<file path="config.mk">
export PLATFORM = sky130hd
export DESIGN_NAME = mode_sequencer
export DESIGN_NICKNAME = d
export VERILOG_FILES = /design/src/rtl/mode_sequencer.sv
export SDC_FILE = /design/constraint.sdc
export NUM_CORES = 1
export LEC_CHECK = 0
export CAP_MARGIN = 20
export CELL_PAD_IN_SITES_DETAIL_PLACEMENT = 1
export CELL_PAD_IN_SITES_GLOBAL_PLACEMENT = 1
export CORE_MARGIN = 2
export CORE_UTILIZATION = 34
export DETAILED_ROUTE_END_ITERATION = 16
export MAX_ROUTING_LAYER = met4
export PLACE_DENSITY_LB_ADDON = 0.1
export SLEW_MARGIN = 20
export SYNTH_ARGS = -nofsm -noshare
export SYNTH_HDL_FRONTEND = slang
export SYNTH_SLANG_ARGS = --single-unit
</file>
<file path="constraint.sdc">
create_clock -name clk -period 4.58 [get_ports clk]
set_clock_uncertainty 0.15 [all_clocks]
set_input_delay 0.687 -clock clk [delete_from_list [all_inputs] [get_ports clk]]
set_output_delay 0.687 -clock clk [all_outputs]
set_load 0.05 [all_outputs]
</file>
<file path="src/rtl/mode_sequencer.sv">
// Mode controller: UART or switch driven mode select, masked-mode skip, blanked FND mux.
// Build option MODE_DIRECT_SEL_EN: ASCII hex digit over UART selects a mode directly.
module mode_sequencer #(
    parameter int         NUM_MODES     = 8,
    parameter int         MODE_W        = 3,
    parameter int         RESET_MODE    = 0,
    parameter logic [7:0] NEXT_CHAR     = 8'h4D,
    parameter logic [7:0] PREV_CHAR     = 8'h4E,
    parameter int         SW_STABLE_CYC = 100_000,
    parameter int         BLANK_CYC     = 1_000
) (
    input  logic                   clk,
    input  logic                   rst,
    input  logic [7:0]             rx_data,
    input  logic                   rx_done,
    input  logic [MODE_W-1:0]      sw,
    input  logic                   sw_priority,
    input  logic [NUM_MODES-1:0]   mode_en,
    input  logic [4*NUM_MODES-1:0] fnd_com_in,
    input  logic [8*NUM_MODES-1:0] fnd_data_in,
    output logic [3:0]             fnd_com,
    output logic [7:0]             fnd_data,
    output logic [MODE_W-1:0]      mode,
    output logic [NUM_MODES-1:0]   mode_onehot,
    output logic                   mode_chg
);

    localparam int STAB_W  = $clog2(SW_STABLE_CYC + 1);
    localparam int BLANK_W = (BLANK_CYC > 0) ? $clog2(BLANK_CYC + 1) : 1;
    localparam logic [STAB_W-1:0]    STAB_MAX = STAB_W'(SW_STABLE_CYC);
    localparam logic [BLANK_W-1:0]   BLANK_LD = BLANK_W'(BLANK_CYC);
    localparam logic [NUM_MODES-1:0] OH1      = NUM_MODES'(1);

    logic [MODE_W-1:0]    mode_q, mode_d;
    logic [NUM_MODES-1:0] oh_q;
    logic                 chg_q;
    logic [BLANK_W-1:0]   blank_q, blank_d;
    logic [STAB_W-1:0]    stab_q, stab_d;
    logic [MODE_W-1:0]    sw_s1_q, sw_s2_q;
    logic [3:0]           com_q, com_d;
    logic [7:0]           data_q, data_d;

    logic [MODE_W-1:0]      next_idx, prev_idx;
    logic                   sw_fire, sw_ok;
    logic [4*NUM_MODES-1:0] com_sh;
    logic [8*NUM_MODES-1:0] data_sh;

    function automatic logic en_at(input logic [NUM_MODES-1:0] en, input int k);
        logic [NUM_MODES-1:0] s;
        s = en >> k;
        return s[0];
    endfunction

    // Walk offsets from far to near so the closest enabled mode wins.
    always_comb begin
        next_idx = mode_q;
        prev_idx = mode_q;
        for (int i = NUM_MODES - 1; i >= 1; i--) begin
            if (en_at(mode_en, (int'(mode_q) + i) % NUM_MODES))
                next_idx = MODE_W'((int'(mode_q) + i) % NUM_MODES);
            if (en_at(mode_en, (int'(mode_q) + NUM_MODES - i) % NUM_MODES))
                prev_idx = MODE_W'((int'(mode_q) + NUM_MODES - i) % NUM_MODES);
        end
    end

`ifdef MODE_DIRECT_SEL_EN
    int   dir_k;
    logic dir_hit;

    always_comb begin
        dir_k = NUM_MODES;
        if (rx_data >= 8'h30 && rx_data <= 8'h39)
            dir_k = int'(rx_data) - 'h30;
        else if (rx_data >= 8'h41 && rx_data <= 8'h46)
            dir_k = int'(rx_data) - 'h37;
        dir_hit = (dir_k < NUM_MODES) && en_at(mode_en, dir_k)
                  && (dir_k != int'(mode_q));
    end
`endif

    always_comb begin
        sw_fire = sw_priority && (sw_s1_q == sw_s2_q)
                  && (stab_q == STAB_MAX - 1'b1);
        sw_ok   = (int'(sw_s2_q) < NUM_MODES) && en_at(mode_en, int'(sw_s2_q))
                  && (sw_s2_q != mode_q);

        if (!sw_priority || sw_s1_q != sw_s2_q)
            stab_d = '0;
        else if (stab_q != STAB_MAX)
            stab_d = stab_q + 1'b1;
        else
            stab_d = stab_q;

        mode_d = mode_q;
        if (!en_at(mode_en, int'(mode_q)) && |mode_en)
            mode_d = next_idx;
        else if (sw_priority) begin
            if (sw_fire && sw_ok)
                mode_d = sw_s2_q;
        end else if (rx_done) begin
            if (rx_data == NEXT_CHAR)
                mode_d = next_idx;
            else if (rx_data == PREV_CHAR)
                mode_d = prev_idx;
`ifdef MODE_DIRECT_SEL_EN
            else if (dir_hit)
                mode_d = MODE_W'(dir_k);
`endif
        end
    end

    // Blank window restarts on every change; the mux follows the held mode.
    always_comb begin
        if (mode_d != mode_q)
            blank_d = BLANK_LD;
        else if (blank_q != '0)
            blank_d = blank_q - 1'b1;
        else
            blank_d = '0;

        com_sh  = fnd_com_in >> (4 * int'(mode_q));
        data_sh = fnd_data_in >> (8 * int'(mode_q));
        com_d   = (blank_d != '0) ? 4'hF : com_sh[3:0];
        data_d  = (blank_d != '0) ? 8'hFF : data_sh[7:0];
    end

    always_ff @(posedge clk or posedge rst) begin
        if (rst) begin
            mode_q  <= MODE_W'(RESET_MODE);
            oh_q    <= OH1 << RESET_MODE;
            chg_q   <= 1'b0;
            blank_q <= '0;
            stab_q  <= '0;
            sw_s1_q <= '0;
            sw_s2_q <= '0;
            com_q   <= 4'hF;
            data_q  <= 8'hFF;
        end else begin
            mode_q  <= mode_d;
            oh_q    <= OH1 << mode_d;
            chg_q   <= (mode_d != mode_q);
            blank_q <= blank_d;
            stab_q  <= stab_d;
            sw_s1_q <= sw;
            sw_s2_q <= sw_s1_q;
            com_q   <= com_d;
            data_q  <= data_d;
        end
    end

    assign mode        = mode_q;
    assign mode_onehot = oh_q;
    assign mode_chg    = chg_q;
    assign fnd_com     = com_q;
    assign fnd_data    = data_q;

endmodule

</file>
==> run metrics, run 1 <==
Syn Area/Cell 9.68 um2; CTS Hold Bufs 0; First-pass DRT Iterations 5; Syn Inst Count roughly 530; syn nets between 600 and 700; largest net degree at the start of global routing between 40 and 50; first-pass GRT wire length 29.3 mm; Vias 4970; slew at the pin closest to its max-slew limit between 0.7 and 0.8 ns; asr flop ratio synth 100%; Chip Width 127 um; Top FF cell, synth dfrtp_1; drt via density 5.83; worst reg2reg startpoint mode[1]; Die Y-Extent between 100 and 150 um; Max-slew headroom 47.7%; number of synthesized flops with an enable pin 0; Max IR drop VDD ~0.34 mV; initial antenna violation count 0; final setup violation count 0; Die ar. ~16000 um2; clock root buffer clkbuf_16; Hold Crit Class flip-flop to flip-flop; Crit path arrival time ~4.4 ns; # DRC 0; final hold slack approximately 0.25 ns; clk buf depth 2; routed length per instance between 20 and 25 um; Seq/Total Area, Yosys about 28%; Critical Path Start mode[1]; crit path time final 4.31 ns; final WL around 18 mm; Synth Cell Area roughly 5000 um2; share of layout cells above drive strength 1 17.0%; final hold vios 0; area grow syn2layout 37.5%; CP Launch Type flip-flop; Post-CTS Setup Bufs 0; max-cap viol count 0; Clock H-tree levels 3; number of synthesized register bits 57; clock latency on the worst-skew pair 0.32 ns; outcome finished clean; Syn. warnings 0; Ports between 100 and 150; Fill cells ~1700; Core ar. 14600 um2; HP Start sw_s1_q[1]; CTS tree done; Period Utilization, post-route between 90% and 100%; pwr/cell area 662 nW/um2; First DRT Iteration DRCs 338; # rows 44; vias in the first global route about 5300; Yosys cell types 78; IO buf count 142; total global-route track usage 23.9%; final slew viol count 0; total CTS buffers 9; worst endpoint required time 4.67 ns; post-CTS sizing 0; clock sink count 57; initial core utilization a little over a third; fin nets just under 800; Crit Path Class flip-flop to flip-flop; grt ovf 0; Final GP Congestion 0.915; CP endpoint kind flip-flop; post-route ant nets 0; RSZ-0062 raised after global routing no; P_leak 2.61 nW; Max Fclk around 230 MHz; setup TNS 0 ns; ANT cells 0; Reg clk slew, reported paths ~0.050 ns; HPWL Detailed 14.5 mm; Worst Path Max Fanout 13
## kinds of logic after synthesis
kind of cell / share of synthesized area [%]
adder cells (fa/ha/maj): 1.22
buffers and inverters: 5.69
AND/OR/NAND/NOR: 21.1
multiplexers: 24.4
flip-flops: 28.2
AO/OA/AOI/OAI: 14.3
XOR/XNOR: 5.13
## flip-flops by register name (all words and copies together), names as in the netlist
signal / flops
mode_onehot: 8
blank_q: 10
mode_chg: 1
sw_s1_q: 3
stab_q: 17
mode: 3
fnd_com: 4
fnd_data: 8
sw_s2_q: 3
## path summary, 6_finish.rpt
check,end,slack [ns],cells after the start
worst min register to register,sw_s2_q[1],0.25,0
max in group asynchronous,fnd_data[6],2.85,3
worst max-delay path,fnd_data[5],0.27,12
min in group asynchronous,stab_q[11],0.60,2
worst min-delay path,sw_s2_q[1],0.25,0
worst max register to register,fnd_data[5],0.27,12
## layer usage
metal / GRT usage (%) / part of all wire (%)
met5: - / 0
met4: 5.04 / 1.1
met3: 3.67 / 4.7
met2: 39.0 / 49
met1: 31.9 / 45
## critical path, cell delays in order, from the launching register on
cell and delay (ns):
dfrtp_2 0.43, clkinv_2 0.07, ha_1 0.59, buf_4 0.26, mux4_1 0.67, a22o_1 0.26, a311oi_1 0.27, o21ai_0 0.14
a211oi_1 0.31, buf_4 0.20, o21a_1 0.14, nor2_1 0.14, or4_1 0.57
## power breakdown
part,internal (mW),switching [mW]
Combinational,1.37,2.01
Sequential,0.575,0.0806
Clock,0.422,0.212
Total,2.36,2.30
## layout make-up
class / count / area (um2) / area share (%)
clock buffers: 14 / 284 / 4.03
clock inverters: 2 / 10.0 / 0.142
inverters: 20 / 76.3 / 1.08
multi-input cells: 410 / 3390 / 48.2
flip-flops and latches: 57 / 1450 / 20.5
well taps: 184 / 230 / 3.27
repair buffers: 166 / 1600 / 22.7
## cells in the mapped netlist (all sizes together), types with 16 or more instances
| cell | number | area share [%] |
|---|---|---|
| or4 | 16 | 2.4 |
| mux4 | 42 | 19 |
| nand3 | 25 | 2.4 |
| inv | 19 | 1.4 |
| dfrtp | 44 | 22 |
| o21ai | 17 | 1.7 |
| xor2 | 17 | 2.9 |
| mux2i | 16 | 3.4 |
| nor3 | 16 | 1.6 |
| buf | 19 | 2.4 |
| nor2 | 35 | 2.6 |
| a21oi | 17 | 1.7 |
| clkbuf | 23 | 1.9 |
| nand2 | 54 | 4.0 |
## per-stage QoR
stage / util [%] / setup WS, ns / power [mW] / cell area, um2 / instances
3_5_place_dp: 46.0 / 0.109 / 3.99 / 6740 / 837
3_3_place_gp: 46.0 / 0.160 / 3.97 / 6740 / 837
5_1_grt: 48.1 / 0.0230 / 5.00 / 7040 / 853
6_report: 48.1 / 0.271 / 4.66 / 7040 / 853
2_1_floorplan: - / 0.0396 / 3.08 / 5130 / 529
4_1_cts: 48.0 / 0.247 / 4.65 / 7040 / 853
## placed cells by master (no fill, tap or decap), types with 3 or more instances in the layout
cell type,instances
clkdlybuf4s50_1,142
dfstp_2,13
mux2_2,8
o2111ai_1,6
clkinv_2,3
xnor2_1,13
nand2b_1,3
nor3_1,16
nand4_1,10
and3_1,3
a211oi_1,8
buf_4,24
or3_1,12
nand2_1,54
o31a_1,3
mux2i_1,15
clkbuf_16,9
o21ai_0,14
dfrtp_1,41
and2_1,4
a21oi_1,17
nand3_1,25
mux4_2,35
a21o_1,3
inv_1,17
ha_1,5
o31ai_1,4
or4_1,15
or2_2,3
clkbuf_8,4
a22o_1,5
a31oi_1,3
xor2_1,17
mux4_1,7
nor4_1,12
dfrtp_2,3
nor2_1,35
o21ai_1,3
o211ai_1,4
Note: power is estimated with default switching activity, not from simulation.
==> run 2: changes to the inputs <==
--- a/config.mk
+++ b/config.mk
@@ -9,11 +9,10 @@
 export CELL_PAD_IN_SITES_DETAIL_PLACEMENT = 1
 export CELL_PAD_IN_SITES_GLOBAL_PLACEMENT = 1
 export CORE_MARGIN = 2
-export CORE_UTILIZATION = 34
+export CORE_UTILIZATION = 40
 export DETAILED_ROUTE_END_ITERATION = 16
 export MAX_ROUTING_LAYER = met4
 export PLACE_DENSITY_LB_ADDON = 0.1
-export SLEW_MARGIN = 20
 export SYNTH_ARGS = -nofsm -noshare
 export SYNTH_HDL_FRONTEND = slang
 export SYNTH_SLANG_ARGS = --single-unit
==> constraint.sdc (replaced) <==
create_clock -name clk -period 5 [get_ports clk]
set_clock_uncertainty 0.15 [all_clocks]
set_input_delay 0.75 -clock clk [delete_from_list [all_inputs] [get_ports clk]]
set_output_delay 0.75 -clock clk [all_outputs]
set_load 0.05 [all_outputs]
==> run metrics, run 2 (synthesis results as in run 1) <==
outcome finished clean; final hold slack 0.244 ns (-0.0106 ns); # rows 41 (-6.8%); CTS tree done; fin nets 780 (-1.0%); footprint of the multi-input gates 3390 um2 (-0.22%); commonest cells after routing, fill and taps aside clkdlybuf4s50_1 (142), nand2_1 (54), dfrtp_1 (42), nor2_1 (35), mux4_2 (35); Final GP Congestion 0.953 (+4.2%); clock sink count 57 (unchanged); clock latency on the worst-skew pair 0.32 ns (about the same); HPWL Detailed 13.2 mm (-9.2%); Reg clk slew, reported paths 0.05 ns (about the same); post-route ant nets 0 (unchanged); commonest non-fill, non-tap cell in the layout clkdlybuf4s50_1; Vias 5016 (+0.93%); final WL 17.3 mm (-6.3%); routed length per instance 20.7 um (-4.0%); Hold Crit Class flip-flop to flip-flop; total CTS buffers 9 (unchanged); setup TNS 0 ns (unchanged); dpl cell area 6660 um2 (-1.3%); Power, Total 4.14 mW (-11%); Chip Width 117 um (-7.6%); Crit Path Class flip-flop to flip-flop; Clock H-tree levels 3 (unchanged); area grow syn2layout 35.2%; CP endpoint kind flip-flop; RSZ-0062 raised after global routing no; Max-slew headroom 46.1% (-1.6 points); vias in the first global route 5024 (-4.6%); Post-Layout Cell Count 833 (-2.3%); Post-CTS Setup Bufs 0 (unchanged); P_leak 2.55 nW (-2.4%); drt via density 6.02 (+3.3%); top flop regs stab_q (17), blank_q (10); CP Launch Type flip-flop; pwr/cell area 598 nW/um2 (-9.6%); ANT cells 0 (unchanged); Most flops, register stab_q; FF+latch area 1450 um2 (about the same); max reg flops 17 (unchanged); Die ar. 13700 um2 (-15%); clock root buffer clkbuf_16; share of layout cells above drive strength 1 15.0% (-2.1 points); Fill cells 1424 (-14%); Max Fclk 226 MHz (-2.7%); grt ovf 0 (unchanged); Period Utilization, post-route 88.6% (-5.5 points); Core ar. 12600 um2 (-14%); Worst Path Max Fanout 17 (+4); initial antenna violation count 0 (unchanged); Critical Path Start mode[0]; final setup violation count 0 (unchanged); worst endpoint required time 5.05 ns (+0.38 ns); placed cell count 816 (-2.5%); first-pass GRT wire length 26.7 mm (-8.9%); initial core utilization 40.7% (+5.8 points); IO buf count 142 (unchanged); # DRC 0 (unchanged); Ports 143 (unchanged); crit path time final 4.43 ns (+0.121 ns); HP Start sw_s1_q[2]; final hold vios 0 (unchanged); First-pass DRT Iterations 5 (unchanged); CTS Hold Bufs 0 (unchanged); Finished Cell Area 6920 um2 (-1.7%); slew at the pin closest to its max-slew limit 0.803 ns (+0.0214 ns); Die Y-Extent 117 um (-7.6%); post-CTS sizing 0 (unchanged); worst reg2reg startpoint mode[0]; largest net degree at the start of global routing 58 (+32%); total global-route track usage 26.1% (+2.2 points); Max IR drop VDD 0.343 mV (-0.38%); clk buf depth 2 (unchanged); max-cap viol count 0 (unchanged); First DRT Iteration DRCs 406 (+20%); final slew viol count 0 (unchanged); Crit path arrival time 4.48 ns (+0.09 ns)
run 2: changes by cell type in the layout (fill, tap and decap cells not counted), sizes merged:
cell    delta
clkinv     -1
buf        -8
clkbuf     +1
run 2: routing by layer:
metal | global-route usage, % | up-vias | wire, um
li1 | - | 2301 | -
met1 | 33.4 | 2487 | 7160
met2 | 42.9 | 200 | 8750
met3 | 3.86 | 28 | 968
met4 | 8.08 | 0 | 391
met5 | - | - | 0
run 2: area by class of cell:
cell class | count | share of cell area (%)
Clock inverter | 1 | 0.0723
Timing Repair Buffer | 158 | 22.2
Tap cell | 172 | 3.11
Multi-Input combinational cell | 410 | 48.9
Sequential cell | 57 | 20.9
Inverter | 20 | 1.08
Clock buffer | 15 | 3.72
run 2: power breakdown:
group | switching, mW | internal (mW)
clock network | 0.188 | 0.347
logic | 1.82 | 1.20
registers | 0.0643 | 0.525
total | 2.07 | 2.07
run 2: final timing paths:
| kind | endpoint | cells past startpoint | slack [ns] |
|---|---|---|---|
| max reg2reg | blank_q[8] | 10 | 0.57 |
| max | blank_q[8] | 10 | 0.57 |
| min reg2reg | sw_s2_q[2] | 0 | 0.24 |
| min | sw_s2_q[2] | 0 | 0.24 |
| min in group asynchronous | blank_q[7] | 3 | 0.82 |
| max in group asynchronous | mode[2] | 3 | 3.39 |
run 2: critical path, stage by stage, from the launching register on:
cell and delay, ns:
dfrtp_2 0.40, inv_2 0.20, ha_1 0.67, mux2_2 0.44, mux4_2 0.54, a211oi_1 0.25, a21boi_0 0.20, a211oi_1 0.38
o32ai_1 0.14, or4_4 0.51, or3_1 0.40
run 2: metrics by stage:
step / setup slack, ns / util, %
after global placement: 0.584 / 53.0
after CTS: 0.588 / 55.1
after floorplan: 0.154 / -
final: 0.570 / 55.1
after global routing: 0.338 / 55.1
after detailed placement: 0.479 / 53.0
